<file path="config.mk">
export PLATFORM = sky130hd
export DESIGN_NAME = cpu7_csr_excp
export DESIGN_NICKNAME = d
export VERILOG_FILES = /design/src/rtl/cpu7_csr_excp_pkg.sv /design/src/rtl/cpu7_csr_excp_timer.sv /design/src/rtl/cpu7_csr_excp.sv
export SDC_FILE = /design/constraint.sdc
export NUM_CORES = 1
export LEC_CHECK = 0
export ABC_AREA = 1
export BUFFER_PORTS_ARGS = -buffer_cell sky130_fd_sc_hd__buf_2
export CORE_AREA = 2 2 190 173
export CTS_CLUSTER_SIZE = 20
export DETAILED_ROUTE_END_ITERATION = 10
export DIE_AREA = 0 0 192 175
export GPL_TIMING_DRIVEN = 1
export PLACE_DENSITY_LB_ADDON = 0.12
export SKIP_LAST_GASP = 1
export SLEW_MARGIN = 20
export SYNTH_ARGS = -nofsm -noshare
export SYNTH_HDL_FRONTEND = slang
export SYNTH_HIERARCHICAL = 1
export SYNTH_SLANG_ARGS = --single-unit
</file>
<file path="constraint.sdc">
create_clock -name clk -period 5.05 [get_ports clk]
set_input_delay 0.7575 -clock clk [delete_from_list [all_inputs] [get_ports clk]]
set_output_delay 0.7575 -clock clk [all_outputs]
set_load 0.01 [all_outputs]
</file>
<file path="src/rtl/cpu7_csr_excp_pkg.sv">
// Shared CSR addresses, field bit ranges and exception codes for the cpu7 CSR unit.
// The optional SAVE0..SAVE3 scratch registers are enabled by CPU7_CSR_SAVE_EN.
`ifndef LSOC1K_CSR_BIT
`define LSOC1K_CSR_BIT 14
`endif

`ifndef CPU7_CSR_FIELDS
`define CPU7_CSR_FIELDS
`define CSR_CRMD_PLV       1:0
`define CSR_CRMD_IE        2
`define CSR_PRMD_PPLV      1:0
`define CSR_PRMD_PIE       2
`define CSR_ECFG_LIE       12:0
`define CSR_ESTAT_IS       12:0
`define CSR_ESTAT_ECODE    21:16
`define CSR_ESTAT_ESUBCODE 30:22
`define CSR_TCFG_EN        0
`define CSR_TCFG_PERIODIC  1
`define CSR_TICLR_CLR      0
`endif

package cpu7_csr_excp_pkg;

  localparam logic [`LSOC1K_CSR_BIT-1:0] CSR_CRMD   = 'h0;
  localparam logic [`LSOC1K_CSR_BIT-1:0] CSR_PRMD   = 'h1;
  localparam logic [`LSOC1K_CSR_BIT-1:0] CSR_ECFG   = 'h4;
  localparam logic [`LSOC1K_CSR_BIT-1:0] CSR_ESTAT  = 'h5;
  localparam logic [`LSOC1K_CSR_BIT-1:0] CSR_ERA    = 'h6;
  localparam logic [`LSOC1K_CSR_BIT-1:0] CSR_BADV   = 'h7;
  localparam logic [`LSOC1K_CSR_BIT-1:0] CSR_EENTRY = 'hC;
  localparam logic [`LSOC1K_CSR_BIT-1:0] CSR_SAVE0  = 'h30;
  localparam logic [`LSOC1K_CSR_BIT-1:0] CSR_SAVE1  = 'h31;
  localparam logic [`LSOC1K_CSR_BIT-1:0] CSR_SAVE2  = 'h32;
  localparam logic [`LSOC1K_CSR_BIT-1:0] CSR_SAVE3  = 'h33;
  localparam logic [`LSOC1K_CSR_BIT-1:0] CSR_TID    = 'h40;
  localparam logic [`LSOC1K_CSR_BIT-1:0] CSR_TCFG   = 'h41;
  localparam logic [`LSOC1K_CSR_BIT-1:0] CSR_TVAL   = 'h42;
  localparam logic [`LSOC1K_CSR_BIT-1:0] CSR_TICLR  = 'h44;

  // Bit 10 of LIE has no interrupt source behind it and stays 0.
  localparam logic [12:0] ECFG_LIE_MASK = 13'h1BFF;

  typedef enum logic [5:0] {
    ECODE_INT = 6'h00,
    ECODE_ALE = 6'h09,
    ECODE_SYS = 6'h0B,
    ECODE_BRK = 6'h0C,
    ECODE_INE = 6'h0D
  } ecode_e;

endpackage

</file>
<file path="src/rtl/cpu7_csr_excp_timer.sv">
// Countdown timer: TCFG register, TVAL counter and the TI pending bit with
// set-over-clear priority when an expiry and a TICLR write coincide.
module cpu7_csr_excp_timer
  import cpu7_csr_excp_pkg::*;
#(
  parameter int TIMER_W = 32
) (
  input  logic               clk,
  input  logic               reset,
  input  logic               tcfg_wen,
  input  logic [TIMER_W-1:0] tcfg_wdata,
  input  logic               ti_clr,
  output logic [TIMER_W-1:0] tcfg,
  output logic [TIMER_W-1:0] tval,
  output logic               ti
);

  logic [TIMER_W-1:0] tcfg_reg;
  logic [TIMER_W-1:0] tval_reg;
  logic               ti_reg;
  logic               timer_en;
  logic               expire;

  assign timer_en = tcfg_reg[`CSR_TCFG_EN];
  assign expire   = timer_en && (tval_reg == TIMER_W'(1));

  always_ff @(posedge clk) begin
    if (reset) begin
      tcfg_reg <= '0;
      tval_reg <= '0;
      ti_reg   <= 1'b0;
    end else begin
      if (tcfg_wen) begin
        tcfg_reg <= tcfg_wdata;
        tval_reg <= {tcfg_wdata[TIMER_W-1:2], 2'b00};
      end else if (expire) begin
        tval_reg <= tcfg_reg[`CSR_TCFG_PERIODIC] ? {tcfg_reg[TIMER_W-1:2], 2'b00} : '0;
      end else if (timer_en && (tval_reg != '0)) begin
        tval_reg <= tval_reg - TIMER_W'(1);
      end

      if (expire) begin
        ti_reg <= 1'b1;
      end else if (ti_clr) begin
        ti_reg <= 1'b0;
      end
    end
  end

  assign tcfg = tcfg_reg;
  assign tval = tval_reg;
  assign ti   = ti_reg;

endmodule

</file>
<file path="src/rtl/cpu7_csr_excp.sv">
// cpu7 CSR unit with exception entry/ERTN save-restore, timer and interrupt request.
// Define CPU7_CSR_SAVE_EN to add the SAVE0..SAVE3 scratch registers at 0x30..0x33.
module cpu7_csr_excp
  import cpu7_csr_excp_pkg::*;
#(
  parameter int          GRLEN   = 32,
  parameter int          NUM_HWI = 8,
  parameter int          TIMER_W = 32,
  parameter logic [GRLEN-1:0] TID_RST = '0
) (
  input  logic                       clk,
  input  logic                       reset,
  input  logic [`LSOC1K_CSR_BIT-1:0] csr_raddr,
  output logic [GRLEN-1:0]           csr_rdata,
  input  logic [`LSOC1K_CSR_BIT-1:0] csr_waddr,
  input  logic [GRLEN-1:0]           csr_wdata,
  input  logic                       csr_wen,
  input  logic                       excp_valid,
  input  logic [5:0]                 excp_ecode,
  input  logic [8:0]                 excp_esubcode,
  input  logic [GRLEN-1:0]           excp_pc,
  input  logic                       excp_badv_valid,
  input  logic [GRLEN-1:0]           excp_badv,
  input  logic                       ertn_valid,
  input  logic [NUM_HWI-1:0]         hw_int,
  output logic [GRLEN-1:0]           csr_eentry,
  output logic [GRLEN-1:0]           csr_era,
  output logic [1:0]                 csr_plv,
  output logic                       int_req
);

  logic [1:0]         crmd_plv_reg;
  logic               crmd_ie_reg;
  logic [1:0]         prmd_pplv_reg;
  logic               prmd_pie_reg;
  logic [12:0]        ecfg_lie_reg;
  logic [1:0]         estat_sw_reg;
  logic [NUM_HWI-1:0] estat_hw_reg;
  logic [5:0]         estat_ecode_reg;
  logic [8:0]         estat_esub_reg;
  logic [GRLEN-1:0]   era_reg;
  logic [GRLEN-1:0]   badv_reg;
  logic [GRLEN-1:7+(-1)] eentry_reg;
  logic [GRLEN-1:0]   tid_reg;

  logic wr_crmd, wr_prmd, wr_ecfg, wr_estat, wr_era, wr_badv, wr_eentry, wr_tid;
  logic wr_tcfg, wr_ticlr;

  assign wr_crmd   = csr_wen && (csr_waddr == CSR_CRMD);
  assign wr_prmd   = csr_wen && (csr_waddr == CSR_PRMD);
  assign wr_ecfg   = csr_wen && (csr_waddr == CSR_ECFG);
  assign wr_estat  = csr_wen && (csr_waddr == CSR_ESTAT);
  assign wr_era    = csr_wen && (csr_waddr == CSR_ERA);
  assign wr_badv   = csr_wen && (csr_waddr == CSR_BADV);
  assign wr_eentry = csr_wen && (csr_waddr == CSR_EENTRY);
  assign wr_tid    = csr_wen && (csr_waddr == CSR_TID);
  assign wr_tcfg   = csr_wen && (csr_waddr == CSR_TCFG);
  assign wr_ticlr  = csr_wen && (csr_waddr == CSR_TICLR);

  // Exception beats ERTN beats a CSR write, but only on registers the event touches.
  always_ff @(posedge clk) begin
    if (reset) begin
      crmd_plv_reg    <= '0;
      crmd_ie_reg     <= 1'b0;
      prmd_pplv_reg   <= '0;
      prmd_pie_reg    <= 1'b0;
      ecfg_lie_reg    <= '0;
      estat_sw_reg    <= '0;
      estat_hw_reg    <= '0;
      estat_ecode_reg <= '0;
      estat_esub_reg  <= '0;
      era_reg         <= '0;
      badv_reg        <= '0;
      eentry_reg      <= '0;
      tid_reg         <= TID_RST;
    end else begin
      estat_hw_reg <= hw_int;

      if (excp_valid) begin
        crmd_plv_reg <= 2'b00;
        crmd_ie_reg  <= 1'b0;
      end else if (ertn_valid) begin
        crmd_plv_reg <= prmd_pplv_reg;
        crmd_ie_reg  <= prmd_pie_reg;
      end else if (wr_crmd) begin
        crmd_plv_reg <= csr_wdata[`CSR_CRMD_PLV];
        crmd_ie_reg  <= csr_wdata[`CSR_CRMD_IE];
      end

      if (excp_valid) begin
        prmd_pplv_reg <= crmd_plv_reg;
        prmd_pie_reg  <= crmd_ie_reg;
      end else if (wr_prmd) begin
        prmd_pplv_reg <= csr_wdata[`CSR_PRMD_PPLV];
        prmd_pie_reg  <= csr_wdata[`CSR_PRMD_PIE];
      end

      if (excp_valid) begin
        estat_ecode_reg <= excp_ecode;
        estat_esub_reg  <= excp_esubcode;
      end else if (wr_estat) begin
        estat_sw_reg <= csr_wdata[1:0];
      end

      if (excp_valid) begin
        era_reg <= excp_pc;
      end else if (wr_era) begin
        era_reg <= csr_wdata;
      end

      if (excp_valid && excp_badv_valid) begin
        badv_reg <= excp_badv;
      end else if (wr_badv) begin
        badv_reg <= csr_wdata;
      end

      if (wr_ecfg) begin
        ecfg_lie_reg <= csr_wdata[`CSR_ECFG_LIE] & ECFG_LIE_MASK;
      end
      if (wr_eentry) begin
        eentry_reg <= csr_wdata[GRLEN-1:6];
      end
      if (wr_tid) begin
        tid_reg <= csr_wdata;
      end
    end
  end

  logic [TIMER_W-1:0] tcfg;
  logic [TIMER_W-1:0] tval;
  logic               ti;

  cpu7_csr_excp_timer #(
    .TIMER_W (TIMER_W)
  ) u_timer (
    .clk        (clk),
    .reset      (reset),
    .tcfg_wen   (wr_tcfg),
    .tcfg_wdata (csr_wdata[TIMER_W-1:0]),
    .ti_clr     (wr_ticlr && csr_wdata[`CSR_TICLR_CLR]),
    .tcfg       (tcfg),
    .tval       (tval),
    .ti         (ti)
  );

  // Hardware lines beyond NUM_HWI are tied off so they always read 0.
  logic [7:0] hw_pad;
  for (genvar gi = 0; gi < 8; gi++) begin : g_hwi
    if (gi < NUM_HWI) begin : g_on
      assign hw_pad[gi] = estat_hw_reg[gi];
    end else begin : g_off
      assign hw_pad[gi] = 1'b0;
    end
  end

  logic [12:0] estat_is;
  assign estat_is = {1'b0, ti, 1'b0, hw_pad, estat_sw_reg};

  logic [GRLEN-1:0] tcfg_ext;
  logic [GRLEN-1:0] tval_ext;
  always_comb begin
    tcfg_ext = '0;
    tval_ext = '0;
    tcfg_ext[TIMER_W-1:0] = tcfg;
    tval_ext[TIMER_W-1:0] = tval;
  end

`ifdef CPU7_CSR_SAVE_EN
  logic [3:0][GRLEN-1:0] save_rd;
  for (genvar gi = 0; gi < 4; gi++) begin : g_save
    logic [GRLEN-1:0] save_reg;
    always_ff @(posedge clk) begin
      if (reset) begin
        save_reg <= '0;
      end else if (csr_wen && (csr_waddr == (CSR_SAVE0 | `LSOC1K_CSR_BIT'(gi)))) begin
        save_reg <= csr_wdata;
      end
    end
    assign save_rd[gi] = save_reg;
  end
`endif

  always_comb begin
    csr_rdata = '0;
    case (csr_raddr)
      CSR_CRMD:   csr_rdata[2:0]  = {crmd_ie_reg, crmd_plv_reg};
      CSR_PRMD:   csr_rdata[2:0]  = {prmd_pie_reg, prmd_pplv_reg};
      CSR_ECFG:   csr_rdata[12:0] = ecfg_lie_reg;
      CSR_ESTAT:  csr_rdata[30:0] = {estat_esub_reg, estat_ecode_reg, 3'b000, estat_is};
      CSR_ERA:    csr_rdata       = era_reg;
      CSR_BADV:   csr_rdata       = badv_reg;
      CSR_EENTRY: csr_rdata       = {eentry_reg, 6'b000000};
      CSR_TID:    csr_rdata       = tid_reg;
      CSR_TCFG:   csr_rdata       = tcfg_ext;
      CSR_TVAL:   csr_rdata       = tval_ext;
`ifdef CPU7_CSR_SAVE_EN
      CSR_SAVE0, CSR_SAVE1, CSR_SAVE2, CSR_SAVE3:
                  csr_rdata       = save_rd[csr_raddr[1:0]];
`endif
      default:    csr_rdata       = '0;
    endcase
  end

  assign csr_eentry = {eentry_reg, 6'b000000};
  assign csr_era    = era_reg;
  assign csr_plv    = crmd_plv_reg;
  assign int_req    = crmd_ie_reg && |(estat_is & ecfg_lie_reg);

endmodule

</file>
==> results of run 1 <==
synth_stat cells, types with 2 or more instances:
cell type,count,area share (%)
a21oi_1,131,4.8
nor2_4,9,0.74
nor2_8,4,0.58
xor2_1,9,0.57
nand4_1,6,0.27
inv_2,6,0.16
buf_6,21,1.7
a22o_1,3,0.19
nand2_2,17,0.77
nand3_4,2,0.25
mux2_2,32,2.6
buf_4,19,1.0
nand2_1,458,12
nand3_1,355,13
nor3_1,9,0.33
nand3_2,2,0.15
clkbuf_1,35,0.95
nor2_2,16,0.73
nor2_1,369,10
buf_2,46,1.7
buf_1,17,0.46
and3_1,3,0.14
inv_1,171,4.7
ha_1,2,0.18
o21ai_1,25,0.91
a21oi_2,10,0.64
nand3b_1,33,1.8
o22ai_1,25,1.1
o21ai_0,70,2.5
dfxtp_1,230,33
or2_2,2,0.091
nand2_4,6,0.49
critical path: stages:
cell	delay, ns
buf_2	0.09
nor2_1	0.13
nand2_1	0.11
nor2_4	0.11
buf_12	0.42
nand2_1	0.38
nor2_1	0.31
nor2_1	0.13
nand3_1	0.15
buf_2	0.15
area by class of cell:
type	count	area share, %
inverter	178	4.242
sequential	230	29.13
multi-input combinational	1611	48.98
timing repair buffer	265	8.801
tap	416	3.292
clock buffer	35	4.780
clock inverter	10	0.7440
antenna	2	0.03166
layer usage:
metal | vias up | track usage [%] | wire length, um
met5 | - | 1.036 | 41
met4 | 2 | 6.075 | 885
met3 | 69 | 5.282 | 4855
met2 | 684 | 45.29 | 22350
met1 | 7043 | 49.31 | 25930
li1 | 7281 | - | -
cells in the final DEF (no fill, tap or decap), drive strengths merged:
master    instances
a21boi            1
a21oi           141
a22o              3
and2b             1
and3              3
buf             265
bufinv            2
clkbuf           35
clkinv            8
clkinvlp          1
conb              6
dfxtp           230
diode             2
ha                2
inv             177
mux2             32
nand2           482
nand3           359
nand3b           33
nand4             6
nor2            398
nor3             11
nor4              1
o21ai            96
o22ai            25
or2               2
xor2              9
kinds of logic (layout without fill, tap and decap cells):
logic type / Yosys count / count (layout)
compound gates: 266 / 266
xor+xnor: 9 / 9
fa+ha+maj: 2 / 2
buf+inv: 316 / 488
flops: 230 / 230
mux: 32 / 32
other cells: 1 / 8
simple gates: 1296 / 1296
power by group through the flow:
stage / Combinational (mW) / Clock, mW / Sequential (mW)
CTS: 0.366 / 2.00 / 1.88
global placement: 0.361 / 0 / 1.92
global route: 0.404 / 2.08 / 1.89
detailed placement: 0.365 / 0 / 1.92
floorplan: 0.208 / 0 / 1.92
finish: 0.373 / 1.99 / 1.89
worst max-delay path by stage:
stage          slack, ns  cells after the start           from                to
2_1_floorplan       1.86                     11   csr_waddr[7]  u_timer/tcfg[28]
3_3_place_gp        1.54                     10  csr_raddr[11]     csr_rdata[27]
3_5_place_dp        1.52                     10  csr_raddr[13]     csr_rdata[27]
4_1_cts             1.52                     10  csr_raddr[13]     csr_rdata[27]
5_1_grt             1.32                     10  csr_raddr[11]     csr_rdata[27]
6_report            1.40                     10  csr_raddr[11]     csr_rdata[27]
==> run metrics, run 1 <==
Place WS 1.524 ns; RSZ-0062 raised after global routing false; Setup WS post-layout 1.397 ns; Vias 15,080; CTS Root Cell clkbuf_16; switching power 1.103 mW; # rows 62; multi-input logic area 0.007744 mm^2; sequential share of power 44.4%; clk sinks 230; area added between synthesis and finish 14.69%; non-filler cells in the finished layout 2,747; post-synthesis cell type count 41; Hold Crit Endpoint estat_hw_reg[5]; Die X 192 um; Final Critical Period 3.653 ns; CTS tree done; worst reg2reg path startpoint u_timer/tval[22]; mux share of post-synthesis cell area 2.614%; Tcrit/Tclk final 72.34%; Data arrival, critical path 2.90 ns; Initial Util 43.55%; R2R cell count 10; Adder-Cell Fraction of Synth Area 0.1815%; maximum vdd drop 0.2428 mV; Via density 5.489; setup TNS 0 ns; GRT Util Overall 31.64%; internal power 3.140 mW; Sw Ratio 26.00%; Mean Syn Cell Area 6.405 um^2; critical path class in -> out; number of max-cap violations 0; cts hold-fix bufs 0; sequential share of the synthesized area 33.40%; core area 0.03165 mm^2; element type at the critical path end output port; ANT nets after route 0; Hold Crit Start hw_int[5]; Hold WC Path Type in -> reg; Gate power share 8.8%; die area 0.03360 mm^2; Initial DRT Pass Iterations 6; Fin Hold WS 0.4013 ns; number of synthesized flops with an enable pin 0; clk slew on worst S/H paths 0.06 ns; max-slew violation count 0; die height 175 um; R2R setup slack 2.57 ns; first-pass GRT wire length 82,120 um; IO buf count 245; Ports 252; Resize count post-CTS 0; Final Core Density 49.95%; worst-margin pin slew 1.117 ns; post-synthesis compound-gate area fraction 10.34%; DRT Wirelength 54,060 um; total CTS buffers 27; initial DRC count 1,520; Leak 7.389 nW; Main synth FF type dfxtp_1; RR Endpoint u_timer/tval[27]; GRT overflow 0; power density over the cells 268.4 mW/mm^2; CP required 4.29 ns; Worst setup SP type input pin; flops & latches, synth 230; max frequency 273.7 MHz; post-synthesis cell area 0.01378 mm^2; sequential cell area 0.004604 mm^2; Remaining DRCs 0; run status complete, no violations; Final nets 2,468; Yosys Warn Count 6; Worst-Skew Late Latency 0.56 ns; Hold Violations, Final 0; final non-filler cell area 0.01581 mm^2; Mapped Cells 2,152; layout cells sized above 1 18.25%; clk buf depth 3; placed insts 2,700; placed wire-length estimate 38,080 um; area share of xor/xnor cells in the synthesized design 0.5718%; post-CTS setup buffer count 0; Final setup viols 0; main combinational cell family by area after synthesis simple AND/OR/NAND/NOR gates; initial antenna violation count 2; Area after DPL 0.01493 mm^2; fraction of registers with async set/reset 0%; routed len/inst 19.68 um; Pwr Total 4.244 mW; largest net degree at the start of global routing 143; Simple-Gate Fraction of Synth Area 42.17%; Max-slew headroom 25.44%; vias in the first global route 13,730; Clock Skew 0.01961 ns; GP Congestion 0.9574; Clock power frac 46.8%; worst-path fanout max 142; Max H-tree Level 1; Worst Hold Path Cells 3; # fillers 3,398
Note: power is estimated with default switching activity, not from simulation.
==> run 2, diff against run 1 <==
clock period = 3.55 ns   (was 5.05 ns; I/O delays follow)
==> run 2 against run 1 <==
  * Combinational power grew 43%
  * Sequential power rose by 42%
  * Final cell count up 0.40%
  * Critical path depth shrank 1
  * Core utilization up 0.31 points
  * Via count about the same
  * Global-route usage is 0.15 points higher
  * Die area stayed put
  * First-iteration DRC count down 4.3%
  * Sequential share of layout area fell by 0.18 points
  * Sequential cell count unchanged
==> run metrics, run 2 (synthesized netlist as in run 1, its figures left out) <==
run status complete, no violations; placed wire-length estimate 37,860 um (-0.58%); cts hold-fix bufs 0 (unchanged); max frequency 351.4 MHz; commonest non-fill, non-tap cell in the layout nand2_1; final non-filler cell area 0.01591 mm^2 (+0.62%); Data arrival, critical path 2.31 ns (-0.59 ns); Initial DRT Pass Iterations 5 (-1); worst-path fanout max 14 (-90%); Worst-Skew Late Latency 0.56 ns (about the same); post-CTS setup buffer count 0 (unchanged); ANT nets after route 0 (unchanged); Worst setup SP type input pin; GRT overflow 0 (unchanged); vias in the first global route 13,900 (+1.3%); Hold Violations, Final 0 (unchanged); CTS tree done; Max-slew headroom 39.65% (+14 points); first-pass GRT wire length 82,700 um (+0.71%); Pwr Total 5.970 mW (+41%); die area 0.03360 mm^2 (unchanged); Remaining DRCs 0 (unchanged); non-filler cells in the finished layout 2,758 (+0.40%); Vias 15,080 (+0.0066%); Hold WC Path Type in -> reg; element type at the critical path end output port; critical path class in -> out; Leak 7.434 nW (+0.61%); R2R cell count 10 (unchanged); area added between synthesis and finish 15.39%; # rows 62 (unchanged); core area 0.03165 mm^2 (unchanged); most frequent cells in the layout nand2_1 (457), nor2_1 (368), nand3_1 (355), buf_2 (244), dfxtp_1 (230); RR Endpoint u_timer/tval[20]; GP Congestion 0.9270 (-3.2%); maximum vdd drop 0.4414 mV (+82%); clk buf depth 3 (unchanged); R2R setup slack 1.09 ns (-1.48 ns); clk sinks 230 (unchanged); GRT Util Overall 31.80% (+0.15 points); IO buf count 245 (unchanged); worst-margin pin slew 0.8984 ns (-0.2186 ns); Resize count post-CTS 0 (unchanged); Via density 5.468 (-0.39%); Die X 192 um (unchanged); Area after DPL 0.01504 mm^2 (+0.73%); Final setup viols 0 (unchanged); CTS Root Cell clkbuf_16; number of max-cap violations 0 (unchanged); setup TNS 0 ns (unchanged); layout cells sized above 1 18.34% (+0.093 points); Clock Skew 0.02335 ns (+0.003738 ns); max-slew violation count 0 (unchanged); Initial Util 43.55% (unchanged); total CTS buffers 27 (unchanged); routed len/inst 19.62 um (-0.31%); largest net degree at the start of global routing 83 (-42%); initial DRC count 1,454 (-4.3%); Ports 252 (unchanged); DRT Wirelength 54,110 um (about the same); Final nets 2,476 (+0.32%); clk slew on worst S/H paths 0.06 ns (about the same); initial antenna violation count 4 (+2); Final Critical Period 2.846 ns; Tcrit/Tclk final 80.17%; Worst setup startpoint csr_raddr[9]; worst reg2reg path startpoint u_timer/tval[26]; Max H-tree Level 1 (unchanged); die height 175 um (unchanged); RSZ-0062 raised after global routing false; CP required 3.02 ns (-1.27 ns); CP Capture Point csr_rdata[26]; placed insts 2,708 (+0.30%); power density over the cells 375.3 mW/mm^2 (+40%)
[run 2: cell types whose count changed in the layout (fill, tap and decap cells not counted), sizes merged]
cell    change
buf         +8
bufinv      -2
clkbuf      +9
clkinv      -6
diode       +1
inv         +1
[run 2: where the power goes]
part           switching [mW]  internal [mW]  total [mW]  leakage, nW
sequential             0.0408           2.64        2.68         1.87
combinational           0.338          0.195       0.533         5.15
clock                    1.17           1.59        2.76        0.421
[run 2: critical path, cell delays in order]
cell and delay, ns:
buf_2 0.10, nor2_1 0.15, nand3_1 0.23, nor2_2 0.17, nand2_1 0.54, nor2_1 0.25, nor2_1 0.07, nand3_1 0.10
buf_2 0.15
[run 2: per-layer routing]
layer / up-vias / GRT usage, % / wire (um) / part of all wire, %
met5: - / 0 / 11 / 0.020
met3: 65 / 6.387 / 5698 / 11
li1: 7305 / - / - / -
met2: 675 / 45.05 / 22300 / 41
met1: 7033 / 48.98 / 25150 / 46
met4: 2 / 6.966 / 945 / 1.7
[run 2: how the worst min path moves through the flow]
| stage | from | end | slack [ns] | depth (start not counted) |
|---|---|---|---|---|
| global route | hw_int[3] | estat_hw_reg[3] | 0.18 | 3 |
| floorplan | ecfg_lie_reg[12] | ecfg_lie_reg[12] | 0.44 | 2 |
| finish | hw_int[3] | estat_hw_reg[3] | 0.17 | 3 |
| CTS | hw_int[3] | estat_hw_reg[3] | 0.15 | 3 |
| global placement | eentry_reg[20] | eentry_reg[20] | 0.45 | 2 |
| detailed placement | eentry_reg[8] | eentry_reg[8] | 0.46 | 2 |
[run 2: through the flow]
| stage | hold slack [ns] | setup WS, ns | util [%] |
|---|---|---|---|
| finish | 0.1684 | 0.7041 | 50.26 |
| global route | 0.1776 | 0.6236 | 50.26 |
| CTS | 0.1502 | 0.7090 | 50.23 |
| detailed placement | 0.4584 | 0.7144 | 47.51 |
| global placement | 0.4546 | 0.7754 | 47.51 |
| floorplan | 0.4412 | 0.5830 | - |
[run 2: final cells by class]
class,instances,area (um^2)
diodes,3,7.507
clock buffers,44,829.5
clock inverters,3,32.53
fillers,3334,15740
inverters,178,669.4
multi-input cells,1611,7741
flip-flops and latches,230,4604
well taps,416,520.5
repair buffers,273,1501
